==> src/rtl/avlnst_skid_slice_if.sv <==
// Avalon-ST packet interface: one beat of data with start/end-of-packet markers
// and a valid/ready handshake.
interface avalonST_pkt_iface #(
  parameter int unsigned DATA_WIDTH = 1
);
  logic [DATA_WIDTH-1:0] if_data;
  logic                  if_vld;
  logic                  if_sof;
  logic                  if_eof;
  logic                  if_rdy;

  modport sink   (input  if_data, if_vld, if_sof, if_eof, output if_rdy);
  modport source (output if_data, if_vld, if_sof, if_eof, input  if_rdy);
endinterface

==> src/rtl/avlnst_skid_slice.sv <==
// Fully registered Avalon-ST skid slice (output + skid beat registers).
// Define AVLNST_SKID_PKT_CHK_EN to add the sticky sof/eof framing checker (o_pkt_err).
module avlnst_skid_slice #(
  parameter int unsigned DATA_WIDTH = 1
) (
  input logic               i_clk,
  input logic               i_rst_n,
  avalonST_pkt_iface.sink   if_avlnst_snk,
  avalonST_pkt_iface.source if_avlnst_src
`ifdef AVLNST_SKID_PKT_CHK_EN
  ,
  output logic              o_pkt_err
`endif
);

  typedef struct packed {
    logic [DATA_WIDTH-1:0] data;
    logic                  sof;
    logic                  eof;
  } beat_t;

  typedef enum logic [1:0] {
    EMPTY = 2'd0,
    BUSY  = 2'd1,
    FULL  = 2'd2
  } state_t;

  state_t state_q;
  state_t state_n;
  beat_t  out_q;
  beat_t  skid_q;
  beat_t  in_beat;
  logic   vld_q;
  logic   rdy_q;
  logic   up_xfer;
  logic   dn_xfer;
  logic   load_out;
  logic   load_skid;
  logic   out_from_skid;

  assign in_beat = '{data: if_avlnst_snk.if_data,
                     sof:  if_avlnst_snk.if_sof,
                     eof:  if_avlnst_snk.if_eof};

  assign up_xfer = if_avlnst_snk.if_vld & rdy_q;
  assign dn_xfer = vld_q & if_avlnst_src.if_rdy;

  // Next state and beat-register load controls.
  always_comb begin
    state_n       = state_q;
    load_out      = 1'b0;
    load_skid     = 1'b0;
    out_from_skid = 1'b0;
    unique case (state_q)
      EMPTY: begin
        if (up_xfer) begin
          state_n  = BUSY;
          load_out = 1'b1;
        end
      end
      BUSY: begin
        if (up_xfer && dn_xfer) begin
          load_out = 1'b1;
        end else if (up_xfer) begin
          state_n   = FULL;
          load_skid = 1'b1;
        end else if (dn_xfer) begin
          state_n = EMPTY;
        end
      end
      FULL: begin
        if (dn_xfer) begin
          state_n       = BUSY;
          load_out      = 1'b1;
          out_from_skid = 1'b1;
        end
      end
      default: state_n = EMPTY;
    endcase
  end

  // State, handshake flops and beat registers; vld/rdy are pre-decoded from state_n.
  always_ff @(posedge i_clk or negedge i_rst_n) begin
    if (!i_rst_n) begin
      state_q <= EMPTY;
      vld_q   <= 1'b0;
      rdy_q   <= 1'b0;
      out_q   <= '0;
      skid_q  <= '0;
    end else begin
      state_q <= state_n;
      vld_q   <= (state_n != EMPTY);
      rdy_q   <= (state_n != FULL);
      if (load_out) begin
        out_q <= out_from_skid ? skid_q : in_beat;
      end
      if (load_skid) begin
        skid_q <= in_beat;
      end
    end
  end

  assign if_avlnst_snk.if_rdy  = rdy_q;
  assign if_avlnst_src.if_vld  = vld_q;
  assign if_avlnst_src.if_data = out_q.data;
  assign if_avlnst_src.if_sof  = out_q.sof;
  assign if_avlnst_src.if_eof  = out_q.eof;

`ifdef AVLNST_SKID_PKT_CHK_EN
  logic in_pkt_q;
  logic err_q;

  // Framing check on accepted beats: sof inside a packet, or a non-sof beat outside one.
  always_ff @(posedge i_clk or negedge i_rst_n) begin
    if (!i_rst_n) begin
      in_pkt_q <= 1'b0;
      err_q    <= 1'b0;
    end else if (up_xfer) begin
      if ((in_beat.sof && in_pkt_q) || (!in_beat.sof && !in_pkt_q)) begin
        err_q <= 1'b1;
      end
      if (in_beat.eof) begin
        in_pkt_q <= 1'b0;
      end else if (in_beat.sof) begin
        in_pkt_q <= 1'b1;
      end
    end
  end

  assign o_pkt_err = err_q;
`endif

endmodule

==> src/flat_wrapper.sv <==
// flat-port wrapper written by rule: the top's interface ports become plain ports
module avlnst_skid_slice_flat 
#(
  parameter int unsigned DATA_WIDTH = 1
)
  (i_clk, i_rst_n, if_avlnst_snk_if_data, if_avlnst_snk_if_vld, if_avlnst_snk_if_sof, if_avlnst_snk_if_eof, if_avlnst_snk_if_rdy, if_avlnst_src_if_data, if_avlnst_src_if_vld, if_avlnst_src_if_sof, if_avlnst_src_if_eof, if_avlnst_src_if_rdy);
  avalonST_pkt_iface #(.DATA_WIDTH(DATA_WIDTH)) if_avlnst_snk_i ();
  avalonST_pkt_iface #(.DATA_WIDTH(DATA_WIDTH)) if_avlnst_src_i ();
  input logic i_clk;
  input logic i_rst_n;
  input wire logic [$bits(if_avlnst_snk_i.if_data)-1:0] if_avlnst_snk_if_data;
  input wire logic [$bits(if_avlnst_snk_i.if_vld)-1:0] if_avlnst_snk_if_vld;
  input wire logic [$bits(if_avlnst_snk_i.if_sof)-1:0] if_avlnst_snk_if_sof;
  input wire logic [$bits(if_avlnst_snk_i.if_eof)-1:0] if_avlnst_snk_if_eof;
  output wire logic [$bits(if_avlnst_snk_i.if_rdy)-1:0] if_avlnst_snk_if_rdy;
  output wire logic [$bits(if_avlnst_src_i.if_data)-1:0] if_avlnst_src_if_data;
  output wire logic [$bits(if_avlnst_src_i.if_vld)-1:0] if_avlnst_src_if_vld;
  output wire logic [$bits(if_avlnst_src_i.if_sof)-1:0] if_avlnst_src_if_sof;
  output wire logic [$bits(if_avlnst_src_i.if_eof)-1:0] if_avlnst_src_if_eof;
  input wire logic [$bits(if_avlnst_src_i.if_rdy)-1:0] if_avlnst_src_if_rdy;
  assign if_avlnst_snk_i.if_data = if_avlnst_snk_if_data;
  assign if_avlnst_snk_i.if_vld = if_avlnst_snk_if_vld;
  assign if_avlnst_snk_i.if_sof = if_avlnst_snk_if_sof;
  assign if_avlnst_snk_i.if_eof = if_avlnst_snk_if_eof;
  assign if_avlnst_snk_if_rdy = if_avlnst_snk_i.if_rdy;
  assign if_avlnst_src_if_data = if_avlnst_src_i.if_data;
  assign if_avlnst_src_if_vld = if_avlnst_src_i.if_vld;
  assign if_avlnst_src_if_sof = if_avlnst_src_i.if_sof;
  assign if_avlnst_src_if_eof = if_avlnst_src_i.if_eof;
  assign if_avlnst_src_i.if_rdy = if_avlnst_src_if_rdy;
  avlnst_skid_slice #(.DATA_WIDTH(DATA_WIDTH)) u_core (.i_clk(i_clk), .i_rst_n(i_rst_n), .if_avlnst_snk(if_avlnst_snk_i), .if_avlnst_src(if_avlnst_src_i));
endmodule
==> config.mk <==
export PLATFORM = sky130hd
export DESIGN_NAME = avlnst_skid_slice_flat
export DESIGN_NICKNAME = d
export VERILOG_FILES = /design/src/rtl/avlnst_skid_slice_if.sv /design/src/rtl/avlnst_skid_slice.sv /design/src/flat_wrapper.sv
export SDC_FILE = /design/constraint.sdc
export NUM_CORES = 1
export LEC_CHECK = 0
export CORE_AREA = 2 2 39 41
export CTS_BUF_LIST = sky130_fd_sc_hd__clkbuf_16
export CTS_CLUSTER_SIZE = 12
export DETAILED_ROUTE_END_ITERATION = 8
export DIE_AREA = 0 0 41 43
export PLACE_DENSITY = 0.68
export SLEW_MARGIN = 30
export SYNTH_ARGS = -nofsm -noshare
export SYNTH_HDL_FRONTEND = slang
export SYNTH_SLANG_ARGS = --single-unit
==> constraint.sdc <==
create_clock -name i_clk -period 1.7 [get_ports i_clk]
set_input_delay 0.34 -clock i_clk [delete_from_list [all_inputs] [get_ports i_clk]]
set_output_delay 0.34 -clock i_clk [all_outputs]
set_load 0.01 [all_outputs]
# Yosys cells after proc, flatten, opt, wreduce, memory -nomap -nowiden

Cells that the tools add are included.

Register bits after elaboration: 10
Input port bits: 7
Output and inout bits: 5
Logic and storage cells: 31

Equal/unequal tests: 3
Mux-type cells: 14
Bitwise operators: 2
Reductions and logical operators: 3

Operators with widths:

| kind                 | number |
|---|---|
| $mux W2              | 5 |
| $mux W1              | 6 |
| $pmux W2 S3          | 1 |
| $mux W3              | 1 |
| $pmux W1 S3          | 1 |
| $and A1 B1 Y1        | 2 |
| $eq A2 B1 Y1 const B | 1 |
| $eq A2 B2 Y1 const B | 1 |
| $logic_not A2 Y1     | 1 |
| $ne A2 B2 Y1 const B | 1 |
| $reduce_bool A2 Y1   | 1 |
| $logic_and A1 B1 Y1  | 1 |

# Longest topological paths before layout

Gate-level depths: netlist (run 1).

Word-level depth: 6
Depth in mapped cells: 3

# Worst setup path before layout (run 1)

OpenSTA, ideal clock, no wires.

Path type: register to register
Start: reg u_core.vld_q (netlist: u_core.if_avlnst_src.if_vld)
End: reg u_core.skid_q[0] (netlist bit)
Setup time: 125 ps
Arrival: 1299 ps
Data required time: 1575 ps
Slack: 277 ps
Stages on the path, launching flop included: 4
Buffers on the path: 0
Cell sequence: dfrtp_1 > a21boi_2 > nor3b_4 > mux2_2

Longest elaborated chain between the ends: 4

RTL lines:

| what                   | line                    | source |
|---|---|---|
| start, declared        | avlnst_skid_slice.sv:33 | `logic vld_q;` |
| start signal, assigned | avlnst_skid_slice.sv:92 | `vld_q <= (state_n != EMPTY);` |
| $and A1 B1 Y1          | avlnst_skid_slice.sv:46 | `assign dn_xfer = vld_q & if_avlnst_src.if_rdy;` |
| $logic_and A1 B1 Y1    | avlnst_skid_slice.sv:62 | `if (up_xfer && dn_xfer) begin` |
| $mux W1                | avlnst_skid_slice.sv:62 |  |
| $mux W1                | avlnst_skid_slice.sv:54 | `unique case (state_q)` |
| end signal, assigned   | avlnst_skid_slice.sv:98 | `skid_q <= in_beat;` |
| end, declared          | avlnst_skid_slice.sv:31 | `beat_t skid_q;` |

No other way between the ends.
A chain may end at the register's enable or synchronous reset.

# Worst setup path after layout (run 1)

Start: in if_avlnst_src_if_rdy
End: reg u_core.skid_q[2] (netlist bit)

Longest elaborated chain between the ends: 4

RTL lines:

| what                | line                    | source |
|---|---|---|
| start, declared     | flat_wrapper.sv:20      | `input wire logic [$bits(if_avlnst_src_i.if_rdy)-1:0] if_avlnst_src_if_rdy;` |
| $and A1 B1 Y1       | avlnst_skid_slice.sv:46 |  |
| $logic_and A1 B1 Y1 | avlnst_skid_slice.sv:62 |  |
| $mux W1             | avlnst_skid_slice.sv:62 |  |
| $mux W1             | avlnst_skid_slice.sv:54 |  |

No other way between the ends.

==> results.py, run 1 <==
metrics = {
    "layout": {
        "diodes": 0,
        "stdcell_count": 65,
        "layout_commonest_cell": "clkdlybuf4s50_1",
        "syn2layout_area_growth_pct": 49.19,
        "nets": 58,
        "drive_gt1_frac": 0.3878,
        "final_cell_mix": "11 x clkdlybuf4s50_1, 10 x dfrtp_1, 9 x mux2_2",
    },
    "timing": {
        "period_minus_slack_ns": 1.640,
        "slew_violations": 0,
        "finClkSkew_ns": 0.005341,
        "maxSlewHeadroom": 0.6990,
        "hold_violations": 0,
        "max_freq_mhz": 609.9,
        "hold_ws_ns": 0.4217,
        "rsz0062_at_grt": "false",
        "fin_crit_sh": 0.9645,
        "setup_viol": 0,
        "worst_slack_ns": 0.06027,
        "tightest_slew_ns": 0.4501,
        "fin_setup_tns_ns": 0,
    },
    "clock_network": {
        "cts_tree": "yes",
        "post_cts_buffers": 0,
        "cts_buffers": 3,
        "hold_buffers": 0,
        "cts_root_buf": "clkbuf_16",
        "cts_resized": 0,
        "path_clk_slew_ns": 0.04,
        "clock_path_buffers": 2,
        "cts_htree_levels": 1,
        "clock_sinks": 10,
        "clk_latency_ns": 0.24,
    },
    "drt": {
        "wl_per_cell_um": 13.97,
        "drc_errors": 0,
        "drt_first_pass_iters": 2,
        "avgViaCountPerCell": 4.938,
        "ant_nets": 0,
        "drt_iter0_drc": 1,
        "vias": 321,
        "wirelength_um": 908,
    },
    "synth": {
        "yosysWarnings": 0,
        "postSynthAreaPerCell_um2": 14.47,
        "syn_nets": 39,
        "synthXorXnorAreaFrac": 0.01892,
        "synth_mux_area_frac": 0.2189,
        "synthSimpleGateAreaFrac": 0.1378,
        "synth_area_um2": 462.9,
        "netlist_instances": 32,
        "synth_cell_types": 13,
        "synth_top_family_by_area": "multiplexers",
        "ys_seq_area_frac": 0.5405,
        "ys_ff_latch": 10,
        "yosys.area_share.adder": 0,
        "synth_compound_area_frac": 0.08378,
    },
    "grt": {
        "grt.overflow.total": 0,
        "grt_use_total": 0.1310,
        "antenna_found_initial": 0,
        "first_global_vias": 328,
        "grt_max_degree": 11,
        "grt_pass1_wl_um": 1414,
    },
    "critical_path": {
        "cp-end-kind": "flip-flop",
        "critPathRequiredTime_ns": 1.81,
        "critPathMaxFanout": 5,
        "critPathSlowestCell": "clkdlybuf4s50_1",
        "critical_path_class": "input pin to flip-flop",
        "critPathMaxStageDelay_ns": 0.49,
        "start_kind": "input pin",
        "cp_cell_sequence": "clkdlybuf4s50_1 > a21boi_2 > nor3b_4 > mux2_2",
        "arrival_ns": 1.75,
    },
    "die": {
        "io_pins": 12,
        "die_area_mm2": 0.001763,
        "die_w_um": 41,
        "core_mm2": 0.001384,
        "fp-row-count": 14,
        "die_y_um": 43,
        "initial_core_util": 0.3345,
    },
    "power": {
        "p_per_area_mw_per_mm2": 1956,
        "leakage_nw": 0.3006,
        "vdd_drop_max_mv": 0.7341,
    },
    "placed_design": {
        "dpl.cell_count": 62,
        "numPortBuffers": 11,
        "hpwl_um": 649.6,
        "pre_cts_slack_ns": -0.1914,
        "gp_congestion": 0.6959,
    },
    "worst_hold_path": {
        "hold_class": "input pin to asynchronous set/reset pin",
    },
    "status": {
        "status": "finished clean",
    },
    "run": {
        "max_cap_viol_count": 0,
    },
}
[per-stage QoR]
| step | utilization | power, W | cell area (µm²) |
|---|---|---|---|
| after floorplan | - | 0.0007107 | 462.9 |
| after global placement | 0.4448 | 0.0009325 | 615.6 |
| after detailed placement | 0.4448 | 0.0009498 | 615.6 |
| after CTS | 0.4991 | 0.001366 | 690.7 |
| after global routing | 0.4991 | 0.001426 | 690.7 |
| final | 0.4991 | 0.001351 | 690.7 |
[synth_stat cells]
library cell / n / area share
a21boi_2: 1 / 0.024
a21oi_1: 2 / 0.022
dfrtp_1: 10 / 0.54
mux2_2: 9 / 0.22
nand2_1: 1 / 0.0081
nand4b_4: 1 / 0.051
nor2_1: 1 / 0.0081
nor3b_4: 1 / 0.041
o21ai_0: 2 / 0.022
o31ai_1: 1 / 0.016
or2_2: 1 / 0.014
or2b_1: 1 / 0.016
xor2_1: 1 / 0.019
[flip-flops by register name (all words and copies together) (netlist names)]
signal and flops:
u_core.if_avlnst_src.if_sof 1, u_core.if_avlnst_src.if_data 1, u_core.skid_q 3, u_core.if_avlnst_src.if_vld 1
u_core.if_avlnst_snk.if_rdy 1, u_core.state_q 2, u_core.if_avlnst_src.if_eof 1
[final cells by class]
cell class	count	area, µm²
Clock buffer	3	75.07
Multi-Input combinational cell	22	212.7
Tap cell	16	20.02
Timing Repair Buffer	14	132.6
Sequential cell	10	250.2
Fill cell	142	693.2
[critical path: cells and delay by family]
family	cells	cell delay, ns
mux	1	0.37
buf+inv	1	0.49
simple gates	1	0.32
compound gates	1	0.22
[power by group]
| part | switching (W) | internal [W] | total [W] |
|---|---|---|---|
| sequential | 0.0000977 | 0.000360 | 0.000457 |
| combinational | 0.000175 | 0.000312 | 0.000488 |
| clock | 0.000101 | 0.000304 | 0.000406 |
| total | 0.000375 | 0.000976 | 0.00135 |
[cell families after synthesis]
group,after synthesis
mux,9
simple gates,6
flops,10
xor+xnor,1
compound gates,6
[per-layer routing]
layer	track usage	wire (µm)	up-vias	part of all wire
met5	0	0	-	0
met4	0.1000	23	0	0.025
met3	0.07853	69	5	0.076
met2	0.1688	424	10	0.47
met1	0.1500	390	157	0.43
li1	-	-	149	-
[path summary, 6_finish.rpt]
check	slack (ns)	to	cells past startpoint	start
min in group i_clk	0.50	u_core.skid_q[2]	1	u_core.skid_q[2]
hold reg to reg	0.50	u_core.skid_q[2]	1	u_core.skid_q[2]
setup reg to reg	0.22	u_core.skid_q[2]	3	u_core.if_avlnst_src.if_vld
setup / recovery	0.06	u_core.skid_q[2]	4	if_avlnst_src_if_rdy
hold / removal	0.42	u_core.skid_q[0]	1	i_rst_n
max in group asynchronous	0.96	u_core.state_q[0]	1	i_rst_n
(Power assumes the default switching activity.)
==> run 2: changes to the inputs <==
--- a/config.mk
+++ b/config.mk
@@ -5,11 +5,11 @@
 export SDC_FILE = /design/constraint.sdc
 export NUM_CORES = 1
 export LEC_CHECK = 0
-export CORE_AREA = 2 2 39 41
+export CORE_AREA = 8 8 45 47
 export CTS_BUF_LIST = sky130_fd_sc_hd__clkbuf_16
 export CTS_CLUSTER_SIZE = 12
 export DETAILED_ROUTE_END_ITERATION = 8
-export DIE_AREA = 0 0 41 43
+export DIE_AREA = 0 0 53 55
 export PLACE_DENSITY = 0.68
 export SLEW_MARGIN = 30
 export SYNTH_ARGS = -nofsm -noshare
==> run 2 against run 1 <==
Flip-flop and latch count did not move. Power rose by 0.94%. Cell area rose by 1.4%. Cell count rose by 1.5%. Count of clock-buffer cells in the layout did not move. Sequential power barely moved. Core utilization rose by 0.72 points. Worst hold slack improved by 0.016 ns. Global-route usage fell by 5.9 points. Non-clock buffer count rose by 1. Largest power group unchanged.
==> results.py, run 2 (same netlist as run 1, synthesis figures left out) <==
metrics = {
    "die": {
        "die_y_um": 55,
        "die_w_um": 53,
        "core_mm2": 0.001384,
        "die_area_mm2": 0.002915,
        "fp-row-count": 14,
        "initial_core_util": 0.3345,
        "io_pins": 12,
    },
    "timing": {
        "hold_violations": 0,
        "setup_viol": 0,
        "maxSlewHeadroom": 0.6844,
        "max_freq_mhz": 615.6,
        "rsz0062_at_grt": "false",
        "slew_violations": 0,
        "tightest_slew_ns": 0.4719,
        "finClkSkew_ns": 0.001457,
        "period_minus_slack_ns": 1.624,
        "fin_crit_sh": 0.9555,
    },
    "grt": {
        "antenna_found_initial": 0,
        "grt_max_degree": 11,
        "grt_use_total": 0.07170,
        "grt_pass1_wl_um": 1531,
        "grt.overflow.total": 0,
        "first_global_vias": 362,
    },
    "drt": {
        "wl_per_cell_um": 14.53,
        "ant_nets": 0,
        "drt_iter0_drc": 3,
        "met1_length_um": 412,
        "wirelength_um": 959,
        "dr_wl_met2_um": 459,
        "top_layer": "met3",
        "drt_first_pass_iters": 3,
        "drc_errors": 0,
        "vias": 325,
        "wl_met3_um": 87,
        "avgViaCountPerCell": 4.924,
    },
    "clock_network": {
        "path_clk_slew_ns": 0.04,
        "clock_sinks": 10,
        "cts_htree_levels": 1,
        "cts_root_buf": "clkbuf_16",
        "cts_buffers": 3,
        "clk_latency_ns": 0.23,
        "clock_path_buffers": 2,
        "cts_tree": "yes",
    },
    "layout": {
        "largest_reg_flops": 3,
        "seq_area_um2": 250.2,
        "fin_util": 0.5063,
        "diodes": 0,
        "fillers": 134,
        "nets": 59,
        "multi_input_area_um2": 212.7,
        "design_area_um2": 700.7,
        "largest-register": "u_core.skid_q",
        "stdcell_count": 66,
        "syn2layout_area_growth_pct": 51.35,
        "top_regs": "u_core.skid_q x3, u_core.state_q x2",
        "drive_gt1_frac": 0.4000,
        "final_cell_mix": "10 x clkdlybuf4s50_1, 10 x dfrtp_1, 9 x mux2_2",
    },
    "power": {
        "pwr-share-comb": 0.375,
        "seqPwrFrac": 0.333,
        "clkPwrFrac": 0.292,
        "internal_power_w": 0.0009879,
        "vdd_drop_max_mv": 0.8283,
        "p_per_area_mw_per_mm2": 1946,
        "p_switching_w": 0.0003755,
        "leakage_nw": 0.3148,
        "swShare": 0.2754,
    },
    "critical_path": {
        "arrival_ns": 1.74,
        "critPathRequiredTime_ns": 1.81,
        "start_kind": "input pin",
        "critPathMaxFanout": 3,
        "critical_path_class": "input pin to flip-flop",
        "cp-end-kind": "flip-flop",
    },
    "status": {
        "status": "finished clean",
    },
    "run": {
        "max_cap_viol_count": 0,
    },
    "placed_design": {
        "numPortBuffers": 11,
        "gp_congestion": 0.6901,
        "placed_cell_area_um2": 615.6,
        "dpl.cell_count": 62,
    },
    "worst_hold_path": {
        "hold_class": "input pin to asynchronous set/reset pin",
    },
}
run 2: cell count changes in the layout (fill, tap and decap cells not counted):
cell and delta:
clkdlybuf4s50_1 -1, dlymetal6s2s_1 +1, buf_4 +1
run 2: power by group through the flow:
stage	sequential [W]	combinational, W	clock [W]
2_1_floorplan	0.000471	0.000240	0
3_3_place_gp	0.000453	0.000484	0
3_5_place_dp	0.000456	0.000494	0
4_1_cts	0.000456	0.000504	0.000406
5_1_grt	0.000472	0.000542	0.000419
6_report	0.000454	0.000511	0.000398
run 2: worst paths after layout:
path | from | to | slack [ns] | cells past startpoint
worst min register to register | u_core.if_avlnst_src.if_eof | u_core.if_avlnst_src.if_eof | 0.51 | 1
worst max register to register | u_core.if_avlnst_src.if_vld | u_core.skid_q[2] | 0.22 | 3
max in group asynchronous | i_rst_n | u_core.if_avlnst_src.if_data | 0.94 | 1
min in group i_clk | u_core.if_avlnst_src.if_eof | u_core.if_avlnst_src.if_eof | 0.51 | 1
worst max-delay path | if_avlnst_snk_if_vld | u_core.if_avlnst_src.if_sof | 0.08 | 5
worst min-delay path | i_rst_n | u_core.skid_q[0] | 0.44 | 1
run 2: cell type report:
type,instances,area share
clock buffer,3,0.1071
multi-input combinational,22,0.3036
timing repair buffer,15,0.2036
tap,16,0.02857
sequential,10,0.3571
run 2: per-layer routing:
layer  vias up  GRT usage
met3         0    0.03743
li1        153          -
met1       163    0.07332
met5         -          0
met2         9     0.1113
met4         0    0.05172
run 2: repair_timing:
| item | in CTS | in global routing |
|---|---|---|
| resized for setup | 0 | 1 |
| endpoints found under the setup margin | 0 | 4 |
| buffers inserted | 0 | 1 |
| hold buffers | 0 | 0 |
run 2: through the flow:
stage	worst slack (ns)	total power (W)	hold WS (ns)	TNS, ns
finish	0.07566	0.001363	0.4380	0
floorplan	0.2767	0.0007107	0.04441	0
CTS	0.007829	0.001366	0.4503	0
detailed placement	-0.1902	0.0009504	0.5003	-1.070
global placement	-0.1428	0.0009374	0.4898	-0.7726
global route	0.02648	0.001433	0.4702	0
run 2: critical path: stages:
cell and delay [ns]:
clkdlybuf4s50_1 0.47, nand2_1 0.12, o31ai_1 0.29, buf_4 0.18
mux2_2 0.33
